$ cat src/rtl/alu_pkg.sv
// Definitions shared by the ALU, the command sequencer and their benches:
// opcode constants, default widths and the sequencer state encoding.
package alu_pkg;

    localparam int SIZEDATA_DEF = 8;
    localparam int SIZEOP_DEF   = 6;

    // R-type function codes
    localparam logic [SIZEOP_DEF-1:0] OP_SLL  = 6'h00;
    localparam logic [SIZEOP_DEF-1:0] OP_SRL  = 6'h02;
    localparam logic [SIZEOP_DEF-1:0] OP_SRA  = 6'h03;
    localparam logic [SIZEOP_DEF-1:0] OP_SLLV = 6'h04;
    localparam logic [SIZEOP_DEF-1:0] OP_SRLV = 6'h06;
    localparam logic [SIZEOP_DEF-1:0] OP_SRAV = 6'h07;
    localparam logic [SIZEOP_DEF-1:0] OP_ADDU = 6'h21;
    localparam logic [SIZEOP_DEF-1:0] OP_SUBU = 6'h23;
    localparam logic [SIZEOP_DEF-1:0] OP_AND  = 6'h24;
    localparam logic [SIZEOP_DEF-1:0] OP_OR   = 6'h25;
    localparam logic [SIZEOP_DEF-1:0] OP_XOR  = 6'h26;
    localparam logic [SIZEOP_DEF-1:0] OP_NOR  = 6'h27;
    localparam logic [SIZEOP_DEF-1:0] OP_SLT  = 6'h2A;

    // I-type opcodes
    localparam logic [SIZEOP_DEF-1:0] OP_ADDI = 6'h08;
    localparam logic [SIZEOP_DEF-1:0] OP_SLTI = 6'h0A;
    localparam logic [SIZEOP_DEF-1:0] OP_ANDI = 6'h0C;
    localparam logic [SIZEOP_DEF-1:0] OP_ORI  = 6'h0D;
    localparam logic [SIZEOP_DEF-1:0] OP_XORI = 6'h0E;
    localparam logic [SIZEOP_DEF-1:0] OP_LUI  = 6'h0F;

    localparam int NUM_OPS = 19;

    // Flat table of every supported opcode; slot gi lives at [gi*SIZEOP_DEF +: SIZEOP_DEF].
    localparam logic [NUM_OPS*SIZEOP_DEF-1:0] LEGAL_OPS = {
        OP_LUI,  OP_XORI, OP_ORI,  OP_ANDI, OP_SLTI, OP_ADDI,
        OP_SLT,  OP_NOR,  OP_XOR,  OP_OR,   OP_AND,  OP_SUBU, OP_ADDU,
        OP_SRAV, OP_SRLV, OP_SLLV, OP_SRA,  OP_SRL,  OP_SLL
    };

    localparam logic [2:0] ST_WAIT_A  = 3'd0;
    localparam logic [2:0] ST_WAIT_B  = 3'd1;
    localparam logic [2:0] ST_WAIT_OP = 3'd2;
    localparam logic [2:0] ST_EXEC    = 3'd3;
    localparam logic [2:0] ST_SEND    = 3'd4;
    localparam logic [2:0] ST_WAIT_TX = 3'd5;

    typedef enum logic [2:0] {
        S_WAIT_A  = ST_WAIT_A,
        S_WAIT_B  = ST_WAIT_B,
        S_WAIT_OP = ST_WAIT_OP,
        S_EXEC    = ST_EXEC,
        S_SEND    = ST_SEND,
        S_WAIT_TX = ST_WAIT_TX
    } seq_state_e;

    function automatic logic is_busy_state(input seq_state_e s);
        return (s == S_EXEC) || (s == S_SEND) || (s == S_WAIT_TX);
    endfunction

endpackage

$ cat src/rtl/alu_op_check.sv
// Combinational legality check of a received opcode byte: the top two bits
// must be clear and the low six must match one of the supported opcodes.
module alu_op_check
    import alu_pkg::*;
(
    input  logic [7:0] i_byte,
    output logic       o_legal
);

    logic [NUM_OPS-1:0] hit;

    genvar gi;
    generate
        for (gi = 0; gi < NUM_OPS; gi = gi + 1) begin : g_match
            assign hit[gi] = (i_byte[5:0] == LEGAL_OPS[gi*SIZEOP_DEF +: SIZEOP_DEF]);
        end
    endgenerate

    assign o_legal = (i_byte[7:6] == 2'b00) && (|hit);

endmodule

$ cat src/rtl/alu_cmd_sequencer.sv
// Byte-serial ALU command sequencer: collects A, B and opcode from the UART
// receiver, runs the shared ALU and returns the result byte to the transmitter.
module alu_cmd_sequencer
    import alu_pkg::*;
#(
    parameter int SIZEDATA = SIZEDATA_DEF,
    parameter int SIZEOP   = SIZEOP_DEF
) (
    input  logic                i_clk,
    input  logic                i_reset_n,
    input  logic [7:0]          i_rx_data,
    input  logic                i_rx_done,
    input  logic                i_tx_done,
    output logic [7:0]          o_tx_data,
    output logic                o_tx_start,
    output logic [SIZEDATA-1:0] o_datoa,
    output logic [SIZEDATA-1:0] o_datob,
    output logic [SIZEOP-1:0]   o_opcode,
    input  logic [SIZEDATA-1:0] i_result,
    output logic                o_busy,
    output logic                o_err,
    output logic                o_overrun
);

    seq_state_e          state_q,    state_d;
    logic [SIZEDATA-1:0] data_a_q,   data_a_d;
    logic [SIZEDATA-1:0] data_b_q,   data_b_d;
    logic [SIZEOP-1:0]   opcode_q,   opcode_d;
    logic [SIZEDATA-1:0] result_q,   result_d;
    logic                err_q,      err_d;
    logic                overrun_q,  overrun_d;
    logic                op_legal;

    alu_op_check u_op_check (
        .i_byte  (i_rx_data),
        .o_legal (op_legal)
    );

    always_ff @(posedge i_clk) begin
        if (!i_reset_n) begin
            state_q   <= S_WAIT_A;
            data_a_q  <= '0;
            data_b_q  <= '0;
            opcode_q  <= '0;
            result_q  <= '0;
            err_q     <= 1'b0;
            overrun_q <= 1'b0;
        end else begin
            state_q   <= state_d;
            data_a_q  <= data_a_d;
            data_b_q  <= data_b_d;
            opcode_q  <= opcode_d;
            result_q  <= result_d;
            err_q     <= err_d;
            overrun_q <= overrun_d;
        end
    end

    always_comb begin
        state_d   = state_q;
        data_a_d  = data_a_q;
        data_b_d  = data_b_q;
        opcode_d  = opcode_q;
        result_d  = result_q;
        err_d     = 1'b0;
        // Any byte arriving while the ALU/transmitter is owned is lost.
        overrun_d = i_rx_done && is_busy_state(state_q);

        case (state_q)
            S_WAIT_A: begin
                if (i_rx_done) begin
                    data_a_d = SIZEDATA'(i_rx_data);
                    state_d  = S_WAIT_B;
                end
            end
            S_WAIT_B: begin
                if (i_rx_done) begin
                    data_b_d = SIZEDATA'(i_rx_data);
                    state_d  = S_WAIT_OP;
                end
            end
            S_WAIT_OP: begin
                if (i_rx_done) begin
                    if (op_legal) begin
                        opcode_d = i_rx_data[SIZEOP-1:0];
                        state_d  = S_EXEC;
                    end else begin
                        // Whole command is discarded; the old opcode stays on the ALU.
                        err_d   = 1'b1;
                        state_d = S_WAIT_A;
                    end
                end
            end
            S_EXEC: begin
                result_d = i_result;
                state_d  = S_SEND;
            end
            S_SEND: begin
                state_d = S_WAIT_TX;
            end
            S_WAIT_TX: begin
                if (i_tx_done) begin
                    state_d = S_WAIT_A;
                end
            end
            default: begin
                state_d = S_WAIT_A;
            end
        endcase
    end

    assign o_datoa    = data_a_q;
    assign o_datob    = data_b_q;
    assign o_opcode   = opcode_q;
    assign o_tx_data  = result_q[7:0];
    assign o_tx_start = (state_q == S_SEND);
    assign o_busy     = is_busy_state(state_q);
    assign o_err      = err_q;
    assign o_overrun  = overrun_q;

endmodule

$ cat config.mk
export PLATFORM = sky130hd
export DESIGN_NAME = alu_cmd_sequencer
export DESIGN_NICKNAME = d
export VERILOG_FILES = /design/src/rtl/alu_pkg.sv /design/src/rtl/alu_op_check.sv /design/src/rtl/alu_cmd_sequencer.sv
export SDC_FILE = /design/constraint.sdc
export NUM_CORES = 1
export LEC_CHECK = 0
export ABC_AREA = 1
export ABC_CLOCK_PERIOD_IN_PS = 1570
export CAP_MARGIN = 5
export CORE_ASPECT_RATIO = 0.9
export CORE_UTILIZATION = 45
export CTS_BUF_LIST = sky130_fd_sc_hd__clkbuf_8
export CTS_CLUSTER_SIZE = 12
export DETAILED_ROUTE_END_ITERATION = 10
export HOLD_SLACK_MARGIN = 0.08
export PLACE_DENSITY_LB_ADDON = 0.1
export SLEW_MARGIN = 20
export SYNTH_ARGS = -nofsm -noshare
export SYNTH_HDL_FRONTEND = slang
export SYNTH_SLANG_ARGS = --single-unit
$ cat constraint.sdc
create_clock -name i_clk -period 1.57 [get_ports i_clk]
set_input_delay 0.314 -clock i_clk [delete_from_list [all_inputs] [get_ports i_clk]]
set_output_delay 0.314 -clock i_clk [all_outputs]
set_load 0.01 [all_outputs]
# Word-level counts from Yosys, hierarchy flattened
# Index checks and enable logic that the tools add are counted.
totals:
  reg_bits: 35
  inputBits: 20
  out_inout_bits: 34
  wordCells: 54
op_classes:
  n_eq_ne: 27
  n_mux: 7
  n_reduce_logical: 13
ops:
  columns: ["op", "n"]
  rows:
  - ["$eq A6 B6 Y1 const B", 7]
  - ["$eq A6 B4 Y1 const B", 6]
  - ["$reduce_or A19 Y1", 1]
  - ["$eq A6 B3 Y1 const B", 3]
  - ["$pmux W3 S6", 1]
  - ["$eq A6 B2 Y1 const B", 2]
  - ["$mux W3", 4]
  - ["$ne A2 B2 Y1 const B", 4]
  - ["$eq A3 B2 Y1 const B", 2]
  - ["$eq A3 B3 Y1 const B", 2]
  - ["$logic_not A6 Y1", 1]
  - ["$reduce_and A3 Y1", 2]
  - ["$reduce_and A2 Y1", 2]
  - ["$reduce_and A4 Y1", 1]
  - ["$eq A3 B1 Y1 const B", 1]
  - ["$logic_not A3 Y1", 1]
  - ["$logic_and A1 B1 Y1", 2]
  - ["$logic_not A2 Y1", 1]
  - ["$logic_or A1 B1 Y1", 2]
  - ["$mux W2", 1]
  - ["$mux W1", 1]

# Logic depth before layout (Yosys ltp)
logic_depth:
  word_depth: 6
  mapped_depth: 11
  depth_no_buf: 10

# Cells and area by module
# From an unflattened synthesis, not the netlist that was laid out.
hier_totals:
  cells_unflattened: 199
  area_unflattened_um2: 1440.1
modules_own_cells:
  columns: ["module", "instances", "cells_per_inst", "area_per_inst_um2", "seq_area_each_um2"]
  rows:
  - ["alu_cmd_sequencer", 1, 184, 1375.1, 700.7]
  - ["alu_op_check", 1, 15, 65.1, 0.0]

# Least setup slack after synthesis
# OpenSTA, ideal clock, no wires.
synth_path:
  path_type: "reg-to-output"
  from: "register state_q[1]"
  to: "output o_busy"
  arrival_ns: 0.938
  required_time_ns: 1.256
  setup_slack_ns: 0.318
  stages_incl_launch_ff: 7
  path_buffers: 0
  cell_sequence: "dfxtp_1 > nand2_1 > nor2_4 > inv_2 > o21ai_0 > inv_1 > nand2_1"
synth_between:
  elab_chain_len: 3
  elab_cells_between_ends: 5
  cone_classes: "eq/ne: 3; reduce/logical: 2"
synth_rtl:
  columns: ["item", "line", "rtl"]
  rows:
  - ["start: declaration", "alu_cmd_sequencer.sv:25", "seq_state_e state_q, state_d;"]
  - ["start signal: assignment", "alu_cmd_sequencer.sv:49", "state_q <= state_d;"]
  - ["$eq A3 B2 Y1 / $eq A3 B3 Y1 (equally long branches)", "alu_pkg.sv:57", "return (s == S_EXEC) || (s == S_SEND) || (s == S_WAIT_TX);"]
  - ["$logic_or A1 B1 Y1", "alu_pkg.sv:57", null]
  - ["$logic_or A1 B1 Y1 (*)", "alu_pkg.sv:57", null]
  - ["end: declaration", "alu_cmd_sequencer.sv:20", "output logic o_busy,"]
# Mark *: on every way between the ends. The rest lies on a longest branch, timed or not.

# Worst setup path in the final report
layout_path:
  from: "register data_b_q[1], in the netlist o_datob[1]"
  to: "output o_datob[1]"
layout_rtl:
  columns: ["item", "line", "rtl"]
  rows:
  - ["start: declaration", "alu_cmd_sequencer.sv:27", "logic [SIZEDATA-1:0] data_b_q, data_b_d;"]
  - ["start signal: assignment", "alu_cmd_sequencer.sv:51", "data_b_q <= data_b_d;"]
  - ["end: declaration", "alu_cmd_sequencer.sv:17", "output logic [SIZEDATA-1:0] o_datob,"]
# No word-level cell between the ends.

==> run metrics <==
largest net degree at the start of global routing=17; IO Count=54; Residual DRC=0; Final ANT Viol Nets=0; initial core utilization=47.0%; Final Util=75.9%; WP data required=1.26 ns; die area=3410 sq um; CP Class=flip-flop to output port; antenna cells=0; synth unique cells=21; post-synthesis sequential area ratio=49.0%; async set-reset flop share out of synthesis=0%; RSZ-0062 raised after global routing=yes; f_max=668 MHz; Final Hold Vio Count=0; Sequential Area=704 sq um; worst rel slew slack=84.1%; GRT overflow=0; number of flops mapped to enable cells by yosys=0; Post-CTS Hold Fix Bufs=0; FF+latch count, synth=35; fraction of layout cells with a size suffix above 1=23.8%; r2r setup slk=0.14 ns; IO Port Bufs=53; RR Endpoint=o_datob[4]$_SDFFE_PN0P_; status=completed; Row Count=19; hold path startpoint=o_datob[7]$_SDFFE_PN0P_; Final WS setup=0.0734 ns; clk root buf=clkbuf_8; clk buf depth=2; prevailing post-synth register cell=dfxtp_1; worst hold path depth=2; top post-synthesis cells by area=dfxtp_1, nor2_1, o21ai_0, a21oi_1, nand2_1; crit-path cells=clkdlybuf4s50_1; post-route minimum period=1.50 ns; startpoint types=flip-flop; routed len/inst=11.7 microns; wire length of the first global-routing pass=5980 microns; Worst path max stage delay=0.56 ns; cell area after synthesis=1430 sq um; crit share post-route=95.3%; Syn Inst Count=187; Pleak=1.04 nW; H-tree levels=2; PD cells=943 nW/um^2; Clock Latency Late Sink=0.29 ns; First-pass DRT Iterations=6; area of the multi-input gates=613 sq um; Final Max Tran Viols=0; Clock Sinks=35; First DRT Iteration DRCs=73; Post-Place Setup Slack=-0.255 ns; Max-Cap Viols=0; Worst R2R Start=state_q[1]$_SDFFE_PN0P_; final WL=3630 microns; vias in the first global route=1,393; hold path endpoint=o_datob[7]$_SDFFE_PN0P_; Post-Layout Cell Count=311; setup TNS=0 ns; chip width=61.4 microns; Syn Area/Cell=7.65 sq um; Synth-to-Final Area Change=61.5%; worst vdd ir=0.876 mV; most numerous cell in the Yosys netlist=nor2_1; DP HPWL=2650 microns; DR vias=1,489; top cells by count, synth=nor2_1, dfxtp_1, nand2_1, o21ai_0, a21oi_1; actual slew at the worst max-slew pin=0.237 ns; CP Buf/Inv Count=1; Ys Warns=0; gpl congestion=0.834; crit path DAT=1.18 ns; Syn Nets=207; worst hold path class=flip-flop to flip-flop; Crit-path slowest cell=clkdlybuf4s50_1; crit path max fanout=2; worst r2r path cells=8; CTS tree=yes; die height=55.5 microns; total power=0.00218 W; initial antenna violation count=0; post-synth top area cell=dfxtp_1; Final nets=288; Total GRT Usage=23.9%; CTS clock-pin slew for the worst setup and hold paths=0.08 ns; post-synth top area share=49.0%; # setup viols final=0; Num CTS Buffers=5; placed cells=300; family with the most delay on the worst path=buffers and inverters; Worst Setup End Kind=output port; clock skew=0.00811 ns; core area=3040 sq um; # fillers=233; Vias/cell=4.79
## placed cells by master, fill, tap and decap left out
cell,count
a21oi_1,19
a31oi_1,1
and3_1,1
buf_12,1
buf_2,2
buf_4,26
bufinv_16,1
clkbuf_8,6
clkdlybuf4s50_1,51
clkinv_2,1
dfxtp_1,32
dfxtp_2,3
inv_1,15
inv_2,8
nand2_1,19
nand2_2,6
nand3_1,4
nand3_2,1
nand3_4,1
nor2_1,36
nor2_2,3
nor2_4,3
nor3_1,1
nor3_4,1
nor4_1,1
o21ai_0,20
o21ai_1,5
o21ai_2,1
## cell type report
class | instances | share of cell area, %
timing repair buffer | 80 | 31.9
sequential | 35 | 30.5
multi-input combinational | 123 | 26.5
inverter | 23 | 3.74
clock buffer | 6 | 3.58
tap | 42 | 2.28
clock inverter | 2 | 1.52
## report_power, final
group | leakage (nW) | total [W] | switching (W) | internal [W]
registers | 0.286 | 0.000961 | 0.0000252 | 0.000936
clock network | 0.0612 | 0.000838 | 0.000325 | 0.000514
logic | 0.690 | 0.000379 | 0.000172 | 0.000206
total | 1.04 | 0.00218 | 0.000522 | 0.00166
## how the worst max path moves through the flow
stage | startpoint | to | cells past startpoint
global placement | i_rx_data[3] | o_opcode[4]$_SDFFE_PN0P_ | 8
floorplan | state_q[1]$_SDFFE_PN0P_ | o_busy | 6
CTS | state_q[0]$_SDFFE_PN0P_ | o_tx_start | 5
global route | state_q[0]$_SDFFE_PN0P_ | o_busy | 6
detailed placement | i_rx_data[3] | o_opcode[3]$_SDFFE_PN0P_ | 10
finish | o_datob[1]$_SDFFE_PN0P_ | o_datob[1] | 1
## metrics by stage
| step | hold WS (ns) | cell area, sq um |
|---|---|---|
| floorplan | 0.440 | 1430 |
| CTS | 0.513 | 2280 |
| detailed placement | 0.488 | 2160 |
| finish | 0.510 | 2310 |
| global route | 0.538 | 2310 |
| global placement | 0.470 | 2160 |
## logic make-up (layout without fill, tap and decap cells)
family	Yosys count	in the layout	share of synthesized area, %
buffers and inverters	29	111	9.45
flip-flops	35	35	49.0
AO/OA/AOI/OAI	46	46	16.2
AND/OR/NAND/NOR	77	77	25.4
## metal layers
metal	GRT usage, %	wire [microns]
met5	0	0
met4	9.21	53
met3	10.8	228
met2	36.5	1710
met1	29.2	1640
## tightest hold or removal path, stage by stage (launching register included)
cell	delay, ns
dfxtp_1	0.34
o21ai_1	0.07
nor2_1	0.07
## what timing repair did
item                       4_1_cts  5_1_grt
pin swaps                        0        1
setup endpoints to repair        2       11
gates resized for setup         14        3
buffers inserted                 0        3
## sequential cells by signal, indices dropped and copies added (netlist names)
name       flops
o_err          1
o_datoa        8
o_opcode       6
o_overrun      1
o_datob        8
o_tx_data      8
state_q        3
(Power assumes the default switching activity.)
